===== src/rtl/quad_encoder_array.sv =====
// quad_encoder_array
//   Multi-channel quadrature encoder peripheral. Each channel synchronises and
//   glitch-filters its A/B/index inputs, keeps a signed position count with
//   illegal-transition detection, measures velocity over a shared sample
//   window, and captures the position on each index rising edge.
//
//   Optional build macro INDEX_RESET_EN: when defined, an index rising edge
//   also zeros the position (after latching it into idx_pos).
//
// Ports
//   clk, reset          system clock, synchronous active-high reset
//   a, b, idx           asynchronous encoder inputs, one bit per channel
//   sel, rw, addr       bus select (rising edge starts an access), 1=read,
//                       address {channel[7:2], reg[1:0]}
//   wr_data             write data, sampled on the select edge
//   rd_data, rd_size    read data and reply size in bytes (0 = invalid addr)
//   rd_valid            one-cycle pulse when rd_data/rd_size update
//
// Register map per channel
//   0 (1 byte)  {err, idx_seen, 3'b0, A, B, I}; write bit7=1 clears flags
//   1 (4 bytes) position (sign-extended); write loads it
//   2 (4 bytes) velocity, read-only
//   3 (4 bytes) index capture position, read-only
module quad_encoder_array #(
  parameter int NUM_CH     = 4,
  parameter int CNT_W      = 32,
  parameter int FILT_LEN   = 3,
  parameter int SAMPLE_DIV = 120000
) (
  input  logic              clk,
  input  logic              reset,
  input  logic [NUM_CH-1:0] a,
  input  logic [NUM_CH-1:0] b,
  input  logic [NUM_CH-1:0] idx,
  input  logic              sel,
  input  logic              rw,
  input  logic [7:0]        addr,
  input  logic [31:0]       wr_data,
  output logic [31:0]       rd_data,
  output logic [2:0]        rd_size,
  output logic              rd_valid
);

  localparam int              NIN       = 3 * NUM_CH;
  localparam logic [3:0]      FILT_LAST = 4'(FILT_LEN - 1);
  localparam int              WIN_W     = (SAMPLE_DIV > 1) ? $clog2(SAMPLE_DIV) : 1;
  localparam logic [WIN_W-1:0] WIN_LAST = WIN_W'(SAMPLE_DIV - 1);

  function automatic logic [31:0] sext32(input logic signed [CNT_W-1:0] v);
    return 32'(v);
  endfunction

  // ---- stage p0/p1: two-flop synchroniser on {idx, b, a} ----
  logic [NIN-1:0] raw;
  logic [NIN-1:0] meta_p0;
  logic [NIN-1:0] sync_p1;
  logic [NIN-1:0] filt_p2;
  logic [3:0]     fcnt_p2 [NIN];

  assign raw = {idx, b, a};

  // ---- stage p2: stability filter ----
  // The filtered value follows the synchronised value only after FILT_LEN
  // consecutive cycles of disagreement; any agreement restarts the count.
  always_ff @(posedge clk) begin
    if (reset) begin
      meta_p0 <= '0;
      sync_p1 <= '0;
      filt_p2 <= '0;
      for (int i = 0; i < NIN; i++) fcnt_p2[i] <= 4'd0;
    end else begin
      meta_p0 <= raw;
      sync_p1 <= meta_p0;
      for (int i = 0; i < NIN; i++) begin
        if (sync_p1[i] != filt_p2[i]) begin
          if (fcnt_p2[i] == FILT_LAST) begin
            filt_p2[i] <= sync_p1[i];
            fcnt_p2[i] <= 4'd0;
          end else begin
            fcnt_p2[i] <= fcnt_p2[i] + 4'd1;
          end
        end else begin
          fcnt_p2[i] <= 4'd0;
        end
      end
    end
  end

  logic [NUM_CH-1:0] a_f, b_f, i_f;
  assign a_f = filt_p2[NUM_CH-1:0];
  assign b_f = filt_p2[2*NUM_CH-1:NUM_CH];
  assign i_f = filt_p2[3*NUM_CH-1:2*NUM_CH];

  // ---- shared velocity window counter ----
  logic [WIN_W-1:0] win_cnt;
  logic             win_term;
  assign win_term = (win_cnt == WIN_LAST);

  always_ff @(posedge clk) begin
    if (reset)         win_cnt <= '0;
    else if (win_term) win_cnt <= '0;
    else               win_cnt <= win_cnt + 1'b1;
  end

  // ---- bus access detect ----
  logic       sel_d;
  logic       acc;
  logic       wr_en;
  logic [5:0] acc_ch;
  logic [1:0] acc_reg;

  assign acc     = sel & ~sel_d;
  assign wr_en   = acc & ~rw;
  assign acc_ch  = addr[7:2];
  assign acc_reg = addr[1:0];

  // ---- per-channel decode, position, velocity, index ----
  logic [31:0] rv0 [NUM_CH];
  logic [31:0] rv1 [NUM_CH];
  logic [31:0] rv2 [NUM_CH];
  logic [31:0] rv3 [NUM_CH];

  for (genvar c = 0; c < NUM_CH; c++) begin : g_ch
    logic [1:0]              ab_cur;
    logic [1:0]              ab_prev_p3;
    logic                    i_prev_p3;
    logic signed [CNT_W-1:0] pos_p3;
    logic signed [CNT_W-1:0] snap_p3;
    logic signed [CNT_W-1:0] vel_p3;
    logic signed [CNT_W-1:0] idx_pos_p3;
    logic                    err_p3;
    logic                    seen_p3;
    logic                    step_up, step_dn, step_bad;
    logic                    idx_rise;
    logic                    wr_pos, wr_clr;

    assign ab_cur   = {a_f[c], b_f[c]};
    assign idx_rise = i_f[c] & ~i_prev_p3;
    assign wr_pos   = wr_en && (acc_ch == 6'(c)) && (acc_reg == 2'd1);
    assign wr_clr   = wr_en && (acc_ch == 6'(c)) && (acc_reg == 2'd0) && wr_data[7];

    // Forward is 00->10->11->01->00 on {A,B}; a double change is illegal.
    always_comb begin
      step_up  = 1'b0;
      step_dn  = 1'b0;
      step_bad = 1'b0;
      case ({ab_prev_p3, ab_cur})
        4'b0010, 4'b1011, 4'b1101, 4'b0100: step_up  = 1'b1;
        4'b0001, 4'b0111, 4'b1110, 4'b1000: step_dn  = 1'b1;
        4'b0011, 4'b1100, 4'b0110, 4'b1001: step_bad = 1'b1;
        default: ;
      endcase
    end

    // ---- stage p3: channel state ----
    always_ff @(posedge clk) begin
      if (reset) begin
        ab_prev_p3 <= 2'b00;
        i_prev_p3  <= 1'b0;
        pos_p3     <= '0;
        snap_p3    <= '0;
        vel_p3     <= '0;
        idx_pos_p3 <= '0;
        err_p3     <= 1'b0;
        seen_p3    <= 1'b0;
      end else begin
        ab_prev_p3 <= ab_cur;
        i_prev_p3  <= i_f[c];

        // Bus write has highest priority over counting (and index reset).
        if (wr_pos)       pos_p3 <= wr_data[CNT_W-1:0];
`ifdef INDEX_RESET_EN
        else if (idx_rise) pos_p3 <= '0;
`endif
        else if (step_up) pos_p3 <= pos_p3 + CNT_W'(1);
        else if (step_dn) pos_p3 <= pos_p3 - CNT_W'(1);

        if (idx_rise) idx_pos_p3 <= pos_p3;

        // Window terminal uses the registered position, so a same-cycle
        // write or count lands in the next window.
        if (win_term) begin
          vel_p3  <= pos_p3 - snap_p3;
          snap_p3 <= pos_p3;
        end

        // Set beats clear when both happen together.
        if (step_bad)    err_p3 <= 1'b1;
        else if (wr_clr) err_p3 <= 1'b0;

        if (idx_rise)    seen_p3 <= 1'b1;
        else if (wr_clr) seen_p3 <= 1'b0;
      end
    end

    assign rv0[c] = {24'd0, err_p3, seen_p3, 3'b000, a_f[c], b_f[c], i_f[c]};
    assign rv1[c] = sext32(pos_p3);
    assign rv2[c] = sext32(vel_p3);
    assign rv3[c] = sext32(idx_pos_p3);
  end

  // ---- read stage p0: latch the access on the select edge ----
  logic       rd_pend_p0;
  logic [5:0] rd_ch_p0;
  logic [1:0] rd_reg_p0;

  always_ff @(posedge clk) begin
    if (reset) begin
      sel_d      <= 1'b0;
      rd_pend_p0 <= 1'b0;
      rd_ch_p0   <= 6'd0;
      rd_reg_p0  <= 2'd0;
    end else begin
      sel_d      <= sel;
      rd_pend_p0 <= acc & rw;
      if (acc & rw) begin
        rd_ch_p0  <= acc_ch;
        rd_reg_p0 <= acc_reg;
      end
    end
  end

  logic [31:0] rd_mux;
  logic [2:0]  sz_mux;

  always_comb begin
    rd_mux = 32'd0;
    sz_mux = 3'd0;
    for (int c = 0; c < NUM_CH; c++) begin
      if (rd_ch_p0 == 6'(c)) begin
        case (rd_reg_p0)
          2'd0:    begin rd_mux = rv0[c]; sz_mux = 3'd1; end
          2'd1:    begin rd_mux = rv1[c]; sz_mux = 3'd4; end
          2'd2:    begin rd_mux = rv2[c]; sz_mux = 3'd4; end
          default: begin rd_mux = rv3[c]; sz_mux = 3'd4; end
        endcase
      end
    end
  end

  // ---- read stage p1: registered reply, held until the next read ----
  always_ff @(posedge clk) begin
    if (reset) begin
      rd_data  <= 32'd0;
      rd_size  <= 3'd0;
      rd_valid <= 1'b0;
    end else begin
      rd_valid <= rd_pend_p0;
      if (rd_pend_p0) begin
        rd_data <= rd_mux;
        rd_size <= sz_mux;
      end
    end
  end

endmodule


===== config.mk =====
export PLATFORM = sky130hd
export DESIGN_NAME = quad_encoder_array
export DESIGN_NICKNAME = d
export VERILOG_FILES = /design/src/rtl/quad_encoder_array.sv
export SDC_FILE = /design/constraint.sdc
export NUM_CORES = 2
export LEC_CHECK = 0
export BUFFER_PORTS_ARGS = -buffer_cell sky130_fd_sc_hd__buf_4
export CORE_MARGIN = 2
export CORE_UTILIZATION = 50
export DETAILED_ROUTE_END_ITERATION = 6
export PLACE_DENSITY = 0.66
export RECOVER_POWER = 100
export SLEW_MARGIN = 20
export SYNTH_ARGS = -nofsm -noshare
export SYNTH_HDL_FRONTEND = slang
export SYNTH_SLANG_ARGS = --single-unit

===== constraint.sdc =====
create_clock -name clk -period 4.9 [get_ports clk]
set_input_delay 0.245 -clock clk [delete_from_list [all_inputs] [get_ports clk]]
set_output_delay 0.245 -clock clk [all_outputs]
set_load 0.005 [all_outputs]

* Yosys cells after proc, flatten, opt, wreduce, memory -nomap -nowiden *
Memories as Yosys holds them, arrays and structs flattened.
Cells that the tools add are included.
W data, S select, Z words.

storage, ports and cells
  register bits after elaboration = 631
  RAM bits = 48
  logic and storage cells = 487
  output and inout bits = 36
  input port bits = 56
  memories kept = 1

cells by class
  $add $sub $neg = 25
  bitwise operators = 49
  reduce and logical (&&, ||, !) cells = 57
  eq/ne operators = 82
  muxes and demuxes = 219

memories
  name     words  bits a word  read ports  clocked after memory_dff  wr ports  RTL line  RTL
  fcnt_p2  12     4            12          0                         12        58        logic [3:0] fcnt_p2 [NIN];

operators with widths
  cell                     count
  $mux W32                 16
  $pmux W32 S3             4
  $mux W1                  158
  $mux W4                  36
  $add A32 B2 Y32 const B  4
  $sub A32 B2 Y32 const B  4
  $sub A32 B32 Y32         4
  $eq A4 B4 Y1 const B     24
  $eq A4 B2 Y1 const B     20
  $add A4 B1 Y4 const B    12
  $eq A4 B3 Y1 const B     12
  $reduce_or A4 Y1         12
  $or A1 B1 Y1             36
  $eq A6 B2 Y1 const B     4
  $reduce_and A2 Y1        12
  $add A17 B1 Y17 const B  1
  $eq A17 B17 Y1 const B   1
  $eq A4 B1 Y1 const B     4
  $logic_and A1 B1 Y1      16
  $reduce_bool A2 Y1       8
  $mux W3                  5
  $eq A6 B1 Y1 const B     2
  $logic_not A6 Y1         2
  $ne A1 B1 Y1             12
  other kinds (7)          23

* Logic depth before layout (Yosys ltp) *
An unclocked memory read counts as a cell.

  depth after elaboration = 9
  gate-level depth with buffers = 15

* Least setup slack after synthesis *
OpenSTA, ideal clock, no wires.

  path kind = flip-flop to flip-flop
  from = register filt_p2[1]
  to = register g_ch[1].pos_p3[31]
  buffers on the path = 1
  path slack = 0.762 ns
  arrival = 4.034 ns
  clock period less this slack = 4.138 ns
  stages on the path, launching flop included = 15
  library setup time = 0.103 ns
  cell sequence = dfxtp_1 -> clkbuf_1 -> xor2_1 -> nand2_1 -> ha_1 -> a211oi_4 -> o211ai_2 -> a32o_2 -> a31o_1 -> a211o_1 -> a311o_1 -> nand4_1 -> and4b_1 -> xnor2_1 -> a2111oi_2

on the way
  longest elaborated chain between the ends = 5
  elaborated cells between the ends (all ways) = 15
  classes of those cells = eq/ne (8); mux (4); reduce/logical (3)

ends and longest elaborated chain
  element                               RTL line  RTL
  start: declaration                    57        logic [NIN-1:0] filt_p2;
  start signal: indexed assignment      77        filt_p2[i] <= sync_p1[i];
  $eq A4 B2 Y1 (tied with other cells)  147       case ({ab_prev_p3, ab_cur})
  $reduce_or A4 Y1                      147
  $mux W1                               147
  $mux W32                              175       else if (step_up) pos_p3 <= pos_p3 + CNT_W'(1);
  $mux W32                              171       if (wr_pos) pos_p3 <= wr_data[CNT_W-1:0];
  end signal: assignment                171
  end signal: assignment                175
  end signal: assignment                176       else if (step_dn) pos_p3 <= pos_p3 - CNT_W'(1);
  end: declaration                      127       logic signed [CNT_W-1:0] pos_p3;

Parallel ways exist; a longest one is shown, timed or not.
A chain may end at the register's enable or synchronous reset.

* Final worst setup path *
  from = register filt_p2[2]
  to = register g_ch[2].pos_p3[26]

on the way
  longest elaborated chain between the ends = 5
  elaborated cells between the ends (all ways) = 15
  classes of those cells = eq/ne (8); mux (4); reduce/logical (3)

ends and longest elaborated chain
  element                               RTL line
  $eq A4 B2 Y1 (tied with other cells)  147
  $reduce_or A4 Y1                      147
  $mux W1                               147
  $mux W32                              175
  $mux W32                              171
  end signal: assignment                171
  end signal: assignment                175
  end signal: assignment                176
  end: declaration                      127

Parallel ways exist; a longest one is shown, timed or not.

==> report_table.html <==
<table>
<tr><th>Metric</th><th>Value</th></tr>
<tr><th colspan="2">Run status</th></tr>
<tr><td>Run status</td><td>finished with violations</td></tr>
<tr><td>Violated checks</td><td>design-rule violations, max-capacitance violations, max-slew violations</td></tr>
<tr><th colspan="2">Detailed routing</th></tr>
<tr><td>Via Count</td><td>~38000</td></tr>
<tr><td>Detail Route Antenna Nets</td><td>0</td></tr>
<tr><td>Detailed-route DRC error count</td><td>3</td></tr>
<tr><td>Count of routing violations after the opening detailed-route iteration</td><td>about 3100</td></tr>
<tr><td>Via-to-Cell Ratio</td><td>between 5 and 6</td></tr>
<tr><td>Count of TritonRoute iterations in the first routing pass</td><td>7</td></tr>
<tr><td>Average routed wire per standard cell</td><td>19.8 um</td></tr>
<tr><td>WL final</td><td>around 130 mm</td></tr>
<tr><th colspan="2">Setup path</th></tr>
<tr><td>Category of the worst setup path launch point</td><td>register</td></tr>
<tr><td>Endpoint of the worst register-to-register path</td><td>g_ch[2].pos_p3[26]</td></tr>
<tr><td>Top Family by Delay on Critical Path</td><td>compound AO/OA/AOI/OAI gates</td></tr>
<tr><td>Register-to-register setup slack</td><td>0.57 ns</td></tr>
<tr><td>Capturing element type of the critical path</td><td>register</td></tr>
<tr><td>Critical path peak fanout</td><td>32</td></tr>
<tr><td>Largest incremental delay on the critical path</td><td>between 0.6 and 0.7 ns</td></tr>
<tr><td>Critical path's slowest cell</td><td>sky130_fd_sc_hd__fa_1</td></tr>
<tr><td>Required @ worst endpoint</td><td>5.42 ns</td></tr>
<tr><td>Depth of the worst register-to-register path</td><td>14</td></tr>
<tr><td>Launch instance of the worst register-to-register path</td><td>filt_p2[2]</td></tr>
<tr><td>Data arrival time of the critical path</td><td>approximately 4.9 ns</td></tr>
<tr><td>CP Class</td><td>reg -&gt; reg</td></tr>
<tr><td>Cell-by-cell trace of the critical path</td><td>xor2_1 -&gt; nand2_1 -&gt; clkbuf_2 -&gt; fa_1 -&gt; a211oi_1 -&gt; o211ai_1 -&gt; a221o_1 -&gt; a21oi_1 -&gt; o21ai_0 -&gt; a22o_1 -&gt; a41oi_1 -&gt; xor2_1 -&gt; o21ai_0 -&gt; o211a_1</td></tr>
<tr><td>Combined buffer and inverter count along the critical path</td><td>1</td></tr>
<tr><th colspan="2">Place</th></tr>
<tr><td>Estimated wirelength of the detail-placed design</td><td>a little under 90 mm</td></tr>
<tr><td>IO Port Bufs</td><td>90</td></tr>
<tr><td>Post-Place Cell Area</td><td>43000 um^2</td></tr>
<tr><td>Placer congestion estimate</td><td>between 0.9 and 1</td></tr>
<tr><th colspan="2">Die</th></tr>
<tr><td>Die span in x</td><td>291 um</td></tr>
<tr><td>Standard cell core area</td><td>between 80000 and 90000 um^2</td></tr>
<tr><td>Area enclosed by the die boundary</td><td>84700 um^2</td></tr>
<tr><td>Vertical die dimension</td><td>approximately 290 um</td></tr>
<tr><td>Number of top-level pins</td><td>slightly above 90</td></tr>
<tr><td>Total number of placement rows</td><td>about 110</td></tr>
<tr><td>Initial Util</td><td>between 50% and 60%</td></tr>
<tr><th colspan="2">Flow run</th></tr>
<tr><td>Max-cap violations</td><td>12</td></tr>
<tr><th colspan="2">Timing</th></tr>
<tr><td>Worst Tran Pin Value</td><td>roughly 3.7 ns</td></tr>
<tr><td>Clock period minus final worst setup slack</td><td>about 4.3 ns</td></tr>
<tr><td>Post-route fraction of the period consumed by the critical path</td><td>between 80% and 90%</td></tr>
<tr><td>Remaining max-slew budget at the tightest pin</td><td>-146%</td></tr>
<tr><td>Final-report max-slew violation count</td><td>739</td></tr>
<tr><td>Setup TNS Final</td><td>0 ns</td></tr>
<tr><td>RSZ-0062 raised after global routing</td><td>false</td></tr>
<tr><td>Timing-limited maximum frequency</td><td>0.231 GHz</td></tr>
<tr><td>Count of final hold-check violations</td><td>0</td></tr>
<tr><td>Final Skew</td><td>about 0.025 ns</td></tr>
<tr><td>Final-report setup violation count</td><td>0</td></tr>
<tr><th colspan="2">Power and ir drop</th></tr>
<tr><td>Power density over the cells</td><td>~340 nW/um^2</td></tr>
<tr><td>Proportion of total power due to net switching</td><td>29.5%</td></tr>
<tr><td>Power dissipated by switching net loads</td><td>approximately 4.7 mW</td></tr>
<tr><td>Static power due to leakage</td><td>about 18 nW</td></tr>
<tr><td>Part of the power in the clock network</td><td>between 40% and 50%</td></tr>
<tr><td>P_int</td><td>between 10 and 15 mW</td></tr>
<tr><td>Fraction of power consumed by combinational cells</td><td>between 20% and 30%</td></tr>
<tr><td>VDD IR-drop max</td><td>0.000254 V</td></tr>
<tr><td>Proportion of power drawn by flip-flops and latches</td><td>a little under two fifths</td></tr>
<tr><th colspan="2">Global route</th></tr>
<tr><td>Total congestion overflow</td><td>0</td></tr>
<tr><td>Initial antenna violation count</td><td>2</td></tr>
<tr><td>Vias in the first global route</td><td>34600</td></tr>
<tr><td>Largest net degree at the start of global routing</td><td>170</td></tr>
<tr><td>Wire length of the first global-routing pass</td><td>between 150 and 200 mm</td></tr>
<tr><td>Global-route usage over all layers</td><td>approximately 29%</td></tr>
<tr><th colspan="2">Clock tree</th></tr>
<tr><td>Root buffer cell</td><td>sky130_fd_sc_hd__clkbuf_16</td></tr>
<tr><td>Post-CTS Resized</td><td>0</td></tr>
<tr><td>CTS tree</td><td>built</td></tr>
<tr><td>Maximum root-to-sink buffer count</td><td>3</td></tr>
<tr><td>Max H-tree Level</td><td>3</td></tr>
<tr><td>Clock insertion delay at the later pin of the skew report</td><td>~0.64 ns</td></tr>
<tr><td>Hold Buf Count CTS</td><td>54</td></tr>
<tr><td>Number of clock buffers inserted by TritonCTS</td><td>82</td></tr>
<tr><td>Buffers inserted by post-CTS timing repair</td><td>0</td></tr>
<tr><td>Clock Sinks</td><td>around 680</td></tr>
<tr><td>Register clock-pin slew on the reported worst setup and hold paths</td><td>about 0.06 ns</td></tr>
<tr><th colspan="2">Min path</th></tr>
<tr><td>Worst Hold Path EP</td><td>rd_pend_p0</td></tr>
<tr><td>Worst Hold Launch</td><td>rw</td></tr>
<tr><td>Class of the worst hold path</td><td>in -&gt; reg</td></tr>
<tr><td>Cell depth of the worst min-delay path</td><td>3</td></tr>
<tr><th colspan="2">Yosys</th></tr>
<tr><td>Synthesized area</td><td>approximately 41000 um^2</td></tr>
<tr><td>Share of Yosys cell area claimed by the top area cell type</td><td>between 30% and 40%</td></tr>
<tr><td>Number of enable flip-flop cells after synthesis</td><td>between 40 and 50</td></tr>
<tr><td>Cells taking the most area after synthesis</td><td>sky130_fd_sc_hd__dfxtp_1 31%, sky130_fd_sc_hd__nand2_1 8.9%, sky130_fd_sc_hd__a21oi_1 8.3%, sky130_fd_sc_hd__ha_1 8.2%, sky130_fd_sc_hd__nor2_1 3.9%</td></tr>
<tr><td>Number of register bits inferred by synthesis</td><td>678</td></tr>
<tr><td>Part of the Yosys area used for sequential elements</td><td>34.1%</td></tr>
<tr><td>Synthesized area per cell</td><td>approximately 7.8 um^2</td></tr>
<tr><td>Synth unique cells</td><td>a little under 80</td></tr>
<tr><td>Synthesized netlist cell count</td><td>~5300</td></tr>
<tr><td>Most used flip-flop cell after synthesis</td><td>sky130_fd_sc_hd__dfxtp_1</td></tr>
<tr><td>Async S/R FF share, synth</td><td>0%</td></tr>
<tr><td>Total of warnings raised by yosys</td><td>0</td></tr>
<tr><td>Largest area contributor in the synthesized netlist</td><td>sky130_fd_sc_hd__dfxtp_1</td></tr>
<tr><th colspan="2">Layout</th></tr>
<tr><td>Design area</td><td>between 40000 and 50000 um^2</td></tr>
<tr><td>Core Util, Final</td><td>around 56%</td></tr>
<tr><td>Area growth syn-to-layout</td><td>12.1%</td></tr>
<tr><td>Final net count</td><td>approximately 5700</td></tr>
<tr><td>Number of filler instances in the final layout</td><td>approximately 7700</td></tr>
<tr><td>Layout cell share with drive strength beyond 1</td><td>6.20%</td></tr>
</table>
[power by group through the flow]
stage | combinational (mW) | sequential (mW) | clock [mW]
floorplan | 2.58 | 5.87 | 0
global placement | 3.35 | 5.92 | 0
detailed placement | 3.35 | 5.93 | 0
CTS | 3.41 | 5.81 | 6.61
global route | 3.78 | 5.82 | 6.85
finish | 3.46 | 5.81 | 6.52
[state kept, by name, indices dropped and copies added (netlist names), 4 cells and up]
| name | count |
|---|---|
| sync_p1 | 12 |
| g_ch.seen_p3 | 4 |
| g_ch.err_p3 | 4 |
| g_ch.pos_p3 | 128 |
| filt_p2 | 12 |
| g_ch.vel_p3 | 128 |
| win_cnt | 17 |
| g_ch.i_prev_p3 | 4 |
| rd_ch_p0 | 6 |
| fcnt_p2 | 48 |
| rd_data | 32 |
| meta_p0 | 12 |
| g_ch.idx_pos_p3 | 128 |
| g_ch.ab_prev_p3 | 8 |
| g_ch.snap_p3 | 128 |
[per-layer routing]
metal  GRT usage [%]  vias up  routed length [um]
met3            4.59      240                9580
met4            10.6        2                4550
met1            40.8    17900               58300
met2            45.5     1287               55500
li1                -    18600                   -
met5               0        -                  11
[synth_stat cells, drive strengths merged, types with 49 or more instances]
cell type	n
dfxtp	630
o21ai	248
nor2	423
a21oi	685
clkbuf	288
nor2b	65
ha	269
a211oi	77
inv	207
a311oi	54
xnor2	167
xor2	115
nor3	49
a21o	131
nand3	107
o211ai	54
mux2i	129
nand2b	49
nand2	978
[logic make-up after synthesis]
family / Yosys count / share of synthesized area (%)
muxes: 158 / 4.42
buffers and inverters: 521 / 4.77
other: 2 / 0.0182
DFF: 678 / 34.1
adders and majority gates: 277 / 8.55
AOI/OAI and AO/OA: 1539 / 22.9
and+or+nand+nor: 1846 / 19.2
xor gates and xnor gates: 282 / 5.99
[how the worst max path moves through the flow]
stage / startpoint / endpoint / depth (start not counted)
after detailed placement: filt_p2[1] / g_ch[1].pos_p3[30] / 14
after global placement: filt_p2[0] / g_ch[0].pos_p3[30] / 13
after CTS: filt_p2[1] / g_ch[1].pos_p3[30] / 14
after floorplan: filt_p2[1] / g_ch[1].pos_p3[31] / 14
after global routing: filt_p2[2] / g_ch[2].pos_p3[29] / 14
final: filt_p2[2] / g_ch[2].pos_p3[26] / 14
[cells in the final DEF (no fill, tap or decap), drive strengths merged, types with 49 or more instances in the layout]
cell         Yosys  routed
ha             269     269
clkbuf         288     176
nand3          107     107
nand2b          49      49
o21ai          248     248
mux2i          129     129
a311oi          54      54
conb             2      49
nor2b           65      65
dlygate4sd3      0      54
nor3            49      49
xnor2          167     167
a21o           131     131
dfxtp          630     630
buf             25     109
nand2          978     978
a21oi          685     685
inv            207     211
o211ai          54      54
a211oi          77      77
nor2           423     423
xor2           115     115
[final cells by class]
class                           instances  area, um^2  share of cell area, %
Multi-Input combinational cell       4151       25500                   55.1
Tap cell                             1070        1340                   2.90
Inverter                              208         783                   1.70
Antenna cell                            3        7.51                 0.0162
Sequential cell                       678       14100                   30.4
Clock inverter                         28         388                  0.839
Clock buffer                          122        2480                   5.37
Timing Repair Buffer                  217        1690                   3.67
[worst reg2reg max path, delay by kind of cell, from the launching register on]
kind / cells / cell delay (ns)
AO/OA/AOI/OAI: 9 / 2.26
XOR/XNOR: 2 / 0.33
adder cells (fa/ha/maj): 1 / 0.64
buffers and inverters: 1 / 0.48
flip-flops: 1 / 0.44
AND/OR/NAND/NOR: 1 / 0.07
[stage by stage]
stage | worst slack [ns] | hold WS [ns] | total power, mW | cells
after detailed placement | 0.812 | 0.423 | 9.27 | 6270
final | 0.566 | 0.271 | 15.8 | 6477
after global placement | 0.944 | 0.428 | 9.27 | 6270
after floorplan | 0.762 | 0.373 | 8.45 | 5350
after CTS | 0.823 | 0.233 | 15.8 | 6474
after global routing | 0.232 | 0.308 | 16.4 | 6474
Note: power is estimated with default switching activity, not from simulation.
